`config.mk`:
```
export PLATFORM = sky130hd
export DESIGN_NAME = reaction_round_ctrl_flat
export DESIGN_NICKNAME = d
export VERILOG_FILES = /design/src/rtl/reaction_round_ctrl_if.sv /design/src/rtl/reaction_round_ctrl.sv /design/src/flat_wrapper.sv
export SDC_FILE = /design/constraint.sdc
export NUM_CORES = 1
export LEC_CHECK = 0
export CORE_MARGIN = 5
export CORE_UTILIZATION = 51
export CTS_CLUSTER_DIAMETER = 30
export DETAILED_ROUTE_END_ITERATION = 12
export PLACE_DENSITY = 0.87
export SETUP_SLACK_MARGIN = 0.2
export SLEW_MARGIN = 20
export SYNTH_ARGS = -nofsm -noshare
export SYNTH_HDL_FRONTEND = slang
export SYNTH_SLANG_ARGS = --single-unit
```
`constraint.sdc`:
```
create_clock -name clk -period 3.1 [get_ports clk]
set_input_delay 0.31 -clock clk [delete_from_list [all_inputs] [get_ports clk]]
set_output_delay 0.31 -clock clk [all_outputs]
set_load 0.01 [all_outputs]
```
`src/rtl/reaction_round_ctrl_if.sv`:
```
// Signal bundle between the reaction round controller and the KEY/display logic.
// Latency: none, purely structural.
// Backpressure: none; start/btn are level inputs, results are held registers.
interface reaction_round_ctrl_if #(
  parameter int PLAYERS = 2,
  parameter int TIME_W  = 14
);
  logic                      start;
  logic [PLAYERS-1:0]        btn;
  logic                      light;
  logic                      busy;
  logic                      done;
  logic [1:0]                winner;
  logic                      winner_valid;
  logic [PLAYERS*TIME_W-1:0] react_ms;
  logic [PLAYERS-1:0]        false_start;
  logic [TIME_W-1:0]         best_ms;

  modport master (
    output start, btn,
    input  light, busy, done, winner, winner_valid, react_ms, false_start, best_ms
  );

  modport slave (
    input  start, btn,
    output light, busy, done, winner, winner_valid, react_ms, false_start, best_ms
  );
endinterface

```
`src/rtl/reaction_round_ctrl.sv`:
```
// Reaction-time round controller: LFSR pre-light delay, per-player ms timing, false starts, winner pick.
// Latency: busy 1 clk after start; light delay*TICK_DIV clk after ARM entry; press to react_ms 2 clk.
// Backpressure: none; start is ignored while busy, results hold until the next accepted start.
// Optional best-time tracker built only when REACTION_BEST_EN is defined.
module reaction_round_ctrl #(
  parameter int PLAYERS      = 2,
  parameter int LFSR_W       = 8,
  parameter int TICK_DIV     = 50000,
  parameter int MIN_DELAY_MS = 1000,
  parameter int DELAY_SHIFT  = 2,
  parameter int TIME_W       = 14,
  parameter int TIMEOUT_MS   = 9999
) (
  input logic                  clk,
  input logic                  rst_n,
  reaction_round_ctrl_if.slave io
);

  localparam int DIV_W   = (TICK_DIV > 1) ? $clog2(TICK_DIV) : 1;
  localparam int DLY_MAX = MIN_DELAY_MS + (255 << DELAY_SHIFT);
  localparam int DLY_W   = $clog2(DLY_MAX + 1);

  // Right-shifting Galois masks, maximal length for each supported width.
  localparam logic [15:0] TAPS_ALL =
    (LFSR_W == 8)  ? 16'h00B8 :
    (LFSR_W == 9)  ? 16'h0110 :
    (LFSR_W == 10) ? 16'h0240 :
    (LFSR_W == 11) ? 16'h0500 :
    (LFSR_W == 12) ? 16'h0E08 :
    (LFSR_W == 13) ? 16'h1C80 :
    (LFSR_W == 14) ? 16'h3802 :
    (LFSR_W == 15) ? 16'h6000 : 16'hB400;
  localparam logic [LFSR_W-1:0] TAPS = TAPS_ALL[LFSR_W-1:0];
  localparam logic [TIME_W-1:0] TMO  = TIME_W'(TIMEOUT_MS);

  typedef enum logic [1:0] {S_IDLE, S_ARM, S_GO, S_RESULT} state_t;

  state_t                    state_q, state_nxt;
  logic [LFSR_W-1:0]         lfsr_q;
  logic [PLAYERS-1:0]        btn_q, press_q;
  logic [DIV_W-1:0]          div_q;
  logic                      div_clr;
  logic                      tick;
  logic [DLY_W-1:0]          dly_q, dly_nxt, delay_calc;
  logic [TIME_W-1:0]         ela_q, ela_nxt;
  logic [PLAYERS*TIME_W-1:0] react_q, react_nxt;
  logic [PLAYERS-1:0]        fs_q, fs_nxt;
  logic [PLAYERS-1:0]        fin_q, fin_nxt;
  logic                      start_acc;
  logic                      win_found;
  logic [1:0]                win_idx;
  logic [TIME_W-1:0]         win_time;
  logic                      light_q, busy_q, done_q, win_valid_q;
  logic [1:0]                winner_q;

  assign tick       = (div_q == DIV_W'(TICK_DIV - 1));
  assign start_acc  = (state_q == S_IDLE) && io.start;
  assign delay_calc = DLY_W'(MIN_DELAY_MS + (int'(lfsr_q[7:0]) << DELAY_SHIFT));

  // Free-running LFSR, press edge register and ms tick divider.
  always_ff @(posedge clk or negedge rst_n) begin
    if (!rst_n) begin
      lfsr_q  <= LFSR_W'(1);
      btn_q   <= '0;
      press_q <= '0;
      div_q   <= '0;
    end else begin
      lfsr_q  <= {1'b0, lfsr_q[LFSR_W-1:1]} ^ (lfsr_q[0] ? TAPS : '0);
      btn_q   <= io.btn;
      press_q <= io.btn & ~btn_q;
      if (div_clr || tick) div_q <= '0;
      else                 div_q <= div_q + 1'b1;
    end
  end

  // Next-state and round datapath: delay countdown, false starts, time capture, timeout fill.
  always_comb begin
    state_nxt = state_q;
    dly_nxt   = dly_q;
    ela_nxt   = ela_q;
    react_nxt = react_q;
    fs_nxt    = fs_q;
    fin_nxt   = fin_q;
    div_clr   = 1'b0;
    case (state_q)
      S_IDLE: begin
        if (io.start) begin
          state_nxt = S_ARM;
          dly_nxt   = delay_calc;
          react_nxt = '0;
          fs_nxt    = '0;
          fin_nxt   = '0;
          div_clr   = 1'b1;
        end
      end
      S_ARM: begin
        fs_nxt = fs_q | press_q;
        if (tick && (dly_q != '0)) dly_nxt = dly_q - 1'b1;
        if (&fs_nxt) begin
          state_nxt = S_RESULT;
        end else if ((dly_q == '0) || (tick && (dly_q == DLY_W'(1)))) begin
          state_nxt = S_GO;
          ela_nxt   = '0;
          div_clr   = 1'b1;
        end
      end
      S_GO: begin
        for (int i = 0; i < PLAYERS; i++) begin
          if (press_q[i] && !fs_q[i] && !fin_q[i]) begin
            react_nxt[i*TIME_W +: TIME_W] = ela_q;
            fin_nxt[i]                    = 1'b1;
          end
        end
        if (tick && (ela_q != TMO)) ela_nxt = ela_q + 1'b1;
        if (&(fin_nxt | fs_q)) begin
          state_nxt = S_RESULT;
        end else if (ela_q == TMO) begin
          state_nxt = S_RESULT;
          for (int i = 0; i < PLAYERS; i++) begin
            if (!fin_nxt[i] && !fs_q[i]) react_nxt[i*TIME_W +: TIME_W] = TMO;
          end
        end
      end
      default: state_nxt = S_IDLE;
    endcase
  end

  // Winner search on the values being committed, so results land together with done.
  always_comb begin
    win_found = 1'b0;
    win_idx   = '0;
    win_time  = '1;
    for (int i = 0; i < PLAYERS; i++) begin
      if (fin_nxt[i] && !fs_nxt[i] &&
          (!win_found || (react_nxt[i*TIME_W +: TIME_W] < win_time))) begin
        win_found = 1'b1;
        win_idx   = 2'(i);
        win_time  = react_nxt[i*TIME_W +: TIME_W];
      end
    end
  end

  // FSM state and round data registers.
  always_ff @(posedge clk or negedge rst_n) begin
    if (!rst_n) begin
      state_q <= S_IDLE;
      dly_q   <= '0;
      ela_q   <= '0;
      react_q <= '0;
      fs_q    <= '0;
      fin_q   <= '0;
    end else begin
      state_q <= state_nxt;
      dly_q   <= dly_nxt;
      ela_q   <= ela_nxt;
      react_q <= react_nxt;
      fs_q    <= fs_nxt;
      fin_q   <= fin_nxt;
    end
  end

  // Registered status outputs decoded from the next state.
  always_ff @(posedge clk or negedge rst_n) begin
    if (!rst_n) begin
      light_q     <= 1'b0;
      busy_q      <= 1'b0;
      done_q      <= 1'b0;
      winner_q    <= '0;
      win_valid_q <= 1'b0;
    end else begin
      light_q <= (state_nxt == S_GO);
      busy_q  <= (state_nxt == S_ARM) || (state_nxt == S_GO);
      done_q  <= (state_nxt == S_RESULT);
      if (state_nxt == S_RESULT) begin
        winner_q    <= win_idx;
        win_valid_q <= win_found;
      end else if (start_acc) begin
        win_valid_q <= 1'b0;
      end
    end
  end

  assign io.light        = light_q;
  assign io.busy         = busy_q;
  assign io.done         = done_q;
  assign io.winner       = winner_q;
  assign io.winner_valid = win_valid_q;
  assign io.react_ms     = react_q;
  assign io.false_start  = fs_q;

`ifdef REACTION_BEST_EN
  logic [TIME_W-1:0] best_q, win_time_q;

  // Winning time captured as the round closes.
  always_ff @(posedge clk or negedge rst_n) begin
    if (!rst_n)                      win_time_q <= '1;
    else if (state_nxt == S_RESULT)  win_time_q <= win_time;
  end

  // Running best folds in the winner during the RESULT cycle; only reset clears it.
  always_ff @(posedge clk or negedge rst_n) begin
    if (!rst_n)
      best_q <= '1;
    else if ((state_q == S_RESULT) && win_valid_q && (win_time_q < best_q))
      best_q <= win_time_q;
  end

  assign io.best_ms = best_q;
`else
  assign io.best_ms = '1;
`endif

endmodule

```
`src/flat_wrapper.sv`:
```
// flat-port wrapper written by rule: the top's interface ports become plain ports
module reaction_round_ctrl_flat 
#(
  parameter int PLAYERS      = 2,
  parameter int LFSR_W       = 8,
  parameter int TICK_DIV     = 50000,
  parameter int MIN_DELAY_MS = 1000,
  parameter int DELAY_SHIFT  = 2,
  parameter int TIME_W       = 14,
  parameter int TIMEOUT_MS   = 9999
)
  (clk, rst_n, io_start, io_btn, io_light, io_busy, io_done, io_winner, io_winner_valid, io_react_ms, io_false_start, io_best_ms);
  reaction_round_ctrl_if #(.PLAYERS(PLAYERS), .TIME_W(TIME_W)) io_i ();
  input logic clk;
  input logic rst_n;
  input wire logic [$bits(io_i.start)-1:0] io_start;
  input wire logic [$bits(io_i.btn)-1:0] io_btn;
  output wire logic [$bits(io_i.light)-1:0] io_light;
  output wire logic [$bits(io_i.busy)-1:0] io_busy;
  output wire logic [$bits(io_i.done)-1:0] io_done;
  output wire logic [$bits(io_i.winner)-1:0] io_winner;
  output wire logic [$bits(io_i.winner_valid)-1:0] io_winner_valid;
  output wire logic [$bits(io_i.react_ms)-1:0] io_react_ms;
  output wire logic [$bits(io_i.false_start)-1:0] io_false_start;
  output wire logic [$bits(io_i.best_ms)-1:0] io_best_ms;
  assign io_i.start = io_start;
  assign io_i.btn = io_btn;
  assign io_light = io_i.light;
  assign io_busy = io_i.busy;
  assign io_done = io_i.done;
  assign io_winner = io_i.winner;
  assign io_winner_valid = io_i.winner_valid;
  assign io_react_ms = io_i.react_ms;
  assign io_false_start = io_i.false_start;
  assign io_best_ms = io_i.best_ms;
  reaction_round_ctrl #(.PLAYERS(PLAYERS), .LFSR_W(LFSR_W), .TICK_DIV(TICK_DIV), .MIN_DELAY_MS(MIN_DELAY_MS), .DELAY_SHIFT(DELAY_SHIFT), .TIME_W(TIME_W), .TIMEOUT_MS(TIMEOUT_MS)) u_core (.clk(clk), .rst_n(rst_n), .io(io_i));
endmodule
```
==> results.py <==
metrics = {
    "run_status": {
        "status": "complete, no violations",
    },
    "place": {
        "gp_congestion": 0.993,
        "io_buffers": 39,
        "hpwl_mm": 9.08,
    },
    "clock_tree": {
        "cts-root-buf": "clkbuf_8",
        "clk_path_buf_depth": 2,
        "clkTransAtPathRegs_ps": 90,
        "clock-sinks": 92,
        "cts_tree": "built",
        "cts_made_buffers": 9,
        "h-tree-depth": 3,
        "clk-insertion-delay-late_ps": 370,
    },
    "yosys": {
        "synth_top_flop_cell": "dfrtp_1",
        "synth_area_leaders": "dfrtp_1, ha_1, nor2_1",
        "synth_edf_count": 0,
        "post-synth-top-count-cell": "dfrtp_1",
        "synth_top_cell_by_area": "dfrtp_1",
        "synth.avg_cell_area_um2": 9.56,
        "ys_ff_latch": 92,
        "yosysSeqAreaShare": 0.452,
        "synth.distinct_cells": 68,
        "yosysWarnings": 0,
        "syn-cell-area_um2": 5100,
        "async_flop_share": 1.00,
        "synth_cells": 533,
        "synth_top_area_share": 0.447,
        "yosys-top-cells-count": "dfrtp_1, nor2_1, nand2_1, a21oi_1, o21ai_0",
    },
    "timing": {
        "hold_viol_final": 0,
        "finClkSkew_ps": 9.14,
        "setup_viol": 0,
        "slew_headroom": 0.508,
        "period_minus_slack_ps": 2900,
        "tightest_slew_ps": 737,
        "period_share": 0.934,
        "final_max_slew_viol_count": 0,
        "max_freq_ghz": 0.345,
        "rsz0062_at_grt": "yes",
    },
    "global_route": {
        "grt_antenna_before_repair": 0,
        "met1_usage": 0.280,
        "track_usage": 0.218,
        "top_usage_layer": "met2",
        "grt_pass1_vias": 4349,
        "grt_use_met3": 0.0429,
        "grtUsageMet2": 0.364,
        "grt_pass1_wl_mm": 20.8,
        "grt_start_max_net_pins": 54,
        "grt_overflow": 0,
    },
    "route": {
        "wirelength_mm": 12.7,
        "via_count": 4356,
        "initialDrtViolationCount": 301,
        "via_per_inst": 5.95,
        "drc_errors": 0,
        "first_pass_iters": 5,
        "wl_per_cell_um": 17.4,
        "ant_nets": 0,
    },
    "run": {
        "max-cap-violations": 0,
    },
    "finish": {
        "diodes": 0,
        "final_layout_size_suffix_gt1_frac": 0.172,
        "nNetsFinal": 619,
        "area.sequential_um2": 2310,
        "multi_input_area_um2": 2650,
        "area_growth_pct": 19.7,
        "final_util": 0.624,
        "fill_cells": 770,
    },
    "power_and_ir_drop": {
        "power_leakage_uw": 0.00274,
        "power_density_nw_per_um2": 644,
        "power.total_uw": 3930,
        "ir_drop_v": 0.000371,
    },
    "setup_path": {
        "worstPathRequired_ps": 3350,
        "worstPathMaxFanout": 6,
        "critical_path_class": "register to register",
        "cp_slowest_cell": "dfrtp_1",
        "cp-end-kind": "register",
        "crit_path_max_incr_delay_ps": 410,
        "worstSetupStartpointType": "register",
        "cp_cell_sequence": "ha_4 > nand2_2 > and4b_2 > o211ai_1 > a21o_1 > a22o_1 > ha_1 > a21o_1 > a21oi_2 > buf_4 > a211o_1 > a41oi_2 > o221ai_1",
        "cpMostUsedCell": "a21o_1",
        "arrival_ps": 3140,
    },
    "floorplanning": {
        "start_util": 0.521,
        "die_height_um": 110,
        "rows": 36,
        "fp.coreArea_um2": 9770,
        "dieArea_um2": 12100,
        "die-width_um": 110,
        "boundaryPins": 55,
    },
    "hold_path": {
        "hold_path_class": "input port to register",
    },
}
-- per-stage QoR --
stage | hold slack, ps | setup TNS (ps) | std cells | area, um2 | worst slack (ps)
floorplan | 14.4 | 0 | 546 | 5160 | 214
global placement | 374 | 0 | 708 | 5730 | 89.5
detailed placement | 383 | 0 | 708 | 5730 | 25.4
CTS | 388 | 0 | 728 | 6020 | 203
global route | 384 | -9.34 | 732 | 6100 | -9.34
finish | 392 | 0 | 732 | 6100 | 203
-- critical path: cells and delay by family, from the launching register on --
kind                       cells  cell delay, ps
buffers and inverters          1             130
AOI/OAI and AO/OA              8            1320
DFF                            1             410
adders and majority gates      2             470
and+or+nand+nor                2             410
-- metal layers --
layer / wire, um / vias to the layer above / share of wire
met5: 0 / - / 0
met3: 918 / 32 / 0.072
met2: 6220 / 199 / 0.49
met4: 343 / 0 / 0.027
li1: - / 2022 / -
met1: 5220 / 2103 / 0.41
-- state kept, by name (all words and copies together), names as in the netlist, 2 cells and up --
| name | count |
|---|---|
| u_core.io.false_start | 2 |
| u_core.div_q | 16 |
| u_core.btn_q | 2 |
| u_core.state_q | 2 |
| u_core.io.react_ms | 28 |
| u_core.press_q | 2 |
| u_core.fin_q | 2 |
| u_core.dly_q | 11 |
| u_core.lfsr_q | 8 |
| u_core.ela_q | 14 |
-- worst paths after layout --
| path | cells after the start | slack [ps] | startpoint | end |
|---|---|---|---|---|
| max reg2reg | 13 | 200 | u_core.ela_q[0]$_DFFE_PN0P_ | u_core.io.winner[0]$_DFFE_PN0P_ |
| min | 1 | 390 | io_btn[1] | u_core.btn_q[1]$_DFF_PN0_ |
| min reg2reg | 1 | 400 | u_core.btn_q[1]$_DFF_PN0_ | u_core.press_q[1]$_DFF_PN0_ |
| min in group asynchronous | 2 | 500 | rst_n | u_core.io.react_ms[12]$_DFF_PN0_ |
| max | 13 | 200 | u_core.ela_q[0]$_DFFE_PN0P_ | u_core.io.winner[0]$_DFFE_PN0P_ |
| max in group asynchronous | 3 | 1820 | rst_n | u_core.lfsr_q[0]$_DFF_PN1_ |
-- cells by family after synthesis --
family	after synthesis	synth area share
buffers and inverters	62	0.0614
and+or+nand+nor	191	0.197
other	2	0.00147
adders and majority gates	20	0.0491
DFF	92	0.452
xor gates and xnor gates	29	0.0498
AOI/OAI and AO/OA	134	0.183
muxes	3	0.00614
-- timing repair --
item / in CTS / in global routing
resized for setup: 16 / 14
setup endpoints to repair: 1 / 1
hold buffers: 1 / 0
hold endpoints to repair: 51 / 0
pin swaps: 5 / 14
buffers inserted: 3 / 4
-- report_power, final --
group          leakage (uW)  internal, uW  total, uW  switching (uW)
clock             0.0000941           345        789             444
sequential          0.00122          1400       1670             272
combinational       0.00142           632       1470             834
-- cell type report --
| class | instances | share of cell area |
|---|---|---|
| Tap cell | 133 | 0.0273 |
| Multi-Input combinational cell | 392 | 0.434 |
| Clock buffer | 11 | 0.0248 |
| Clock inverter | 5 | 0.00718 |
| Timing Repair Buffer | 83 | 0.119 |
| Sequential cell | 92 | 0.378 |
| Inverter | 16 | 0.00984 |
-- layout by cell type, fill, tap and decap left out, drive strengths merged, types with 3 or more instances in the layout --
| master | count |
|---|---|
| o31ai | 9 |
| a22oi | 7 |
| or4 | 8 |
| a221oi | 6 |
| nand2b | 3 |
| conb | 15 |
| and3 | 4 |
| nor3 | 7 |
| xnor2 | 16 |
| or3 | 6 |
| buf | 44 |
| o311ai | 3 |
| nor2b | 7 |
| inv | 18 |
| o211ai | 3 |
| o21ai | 25 |
| a21oi | 35 |
| nand3 | 13 |
| o22ai | 4 |
| dfrtp | 91 |
| a21o | 6 |
| xor2 | 13 |
| nor4 | 9 |
| nor2 | 66 |
| nand4 | 11 |
| a22o | 15 |
| clkdlybuf4s50 | 38 |
| ha | 20 |
| nand2 | 40 |
| nor4b | 4 |
| a41oi | 3 |
| clkbuf | 11 |
Power figures use the tool's default switching activity.
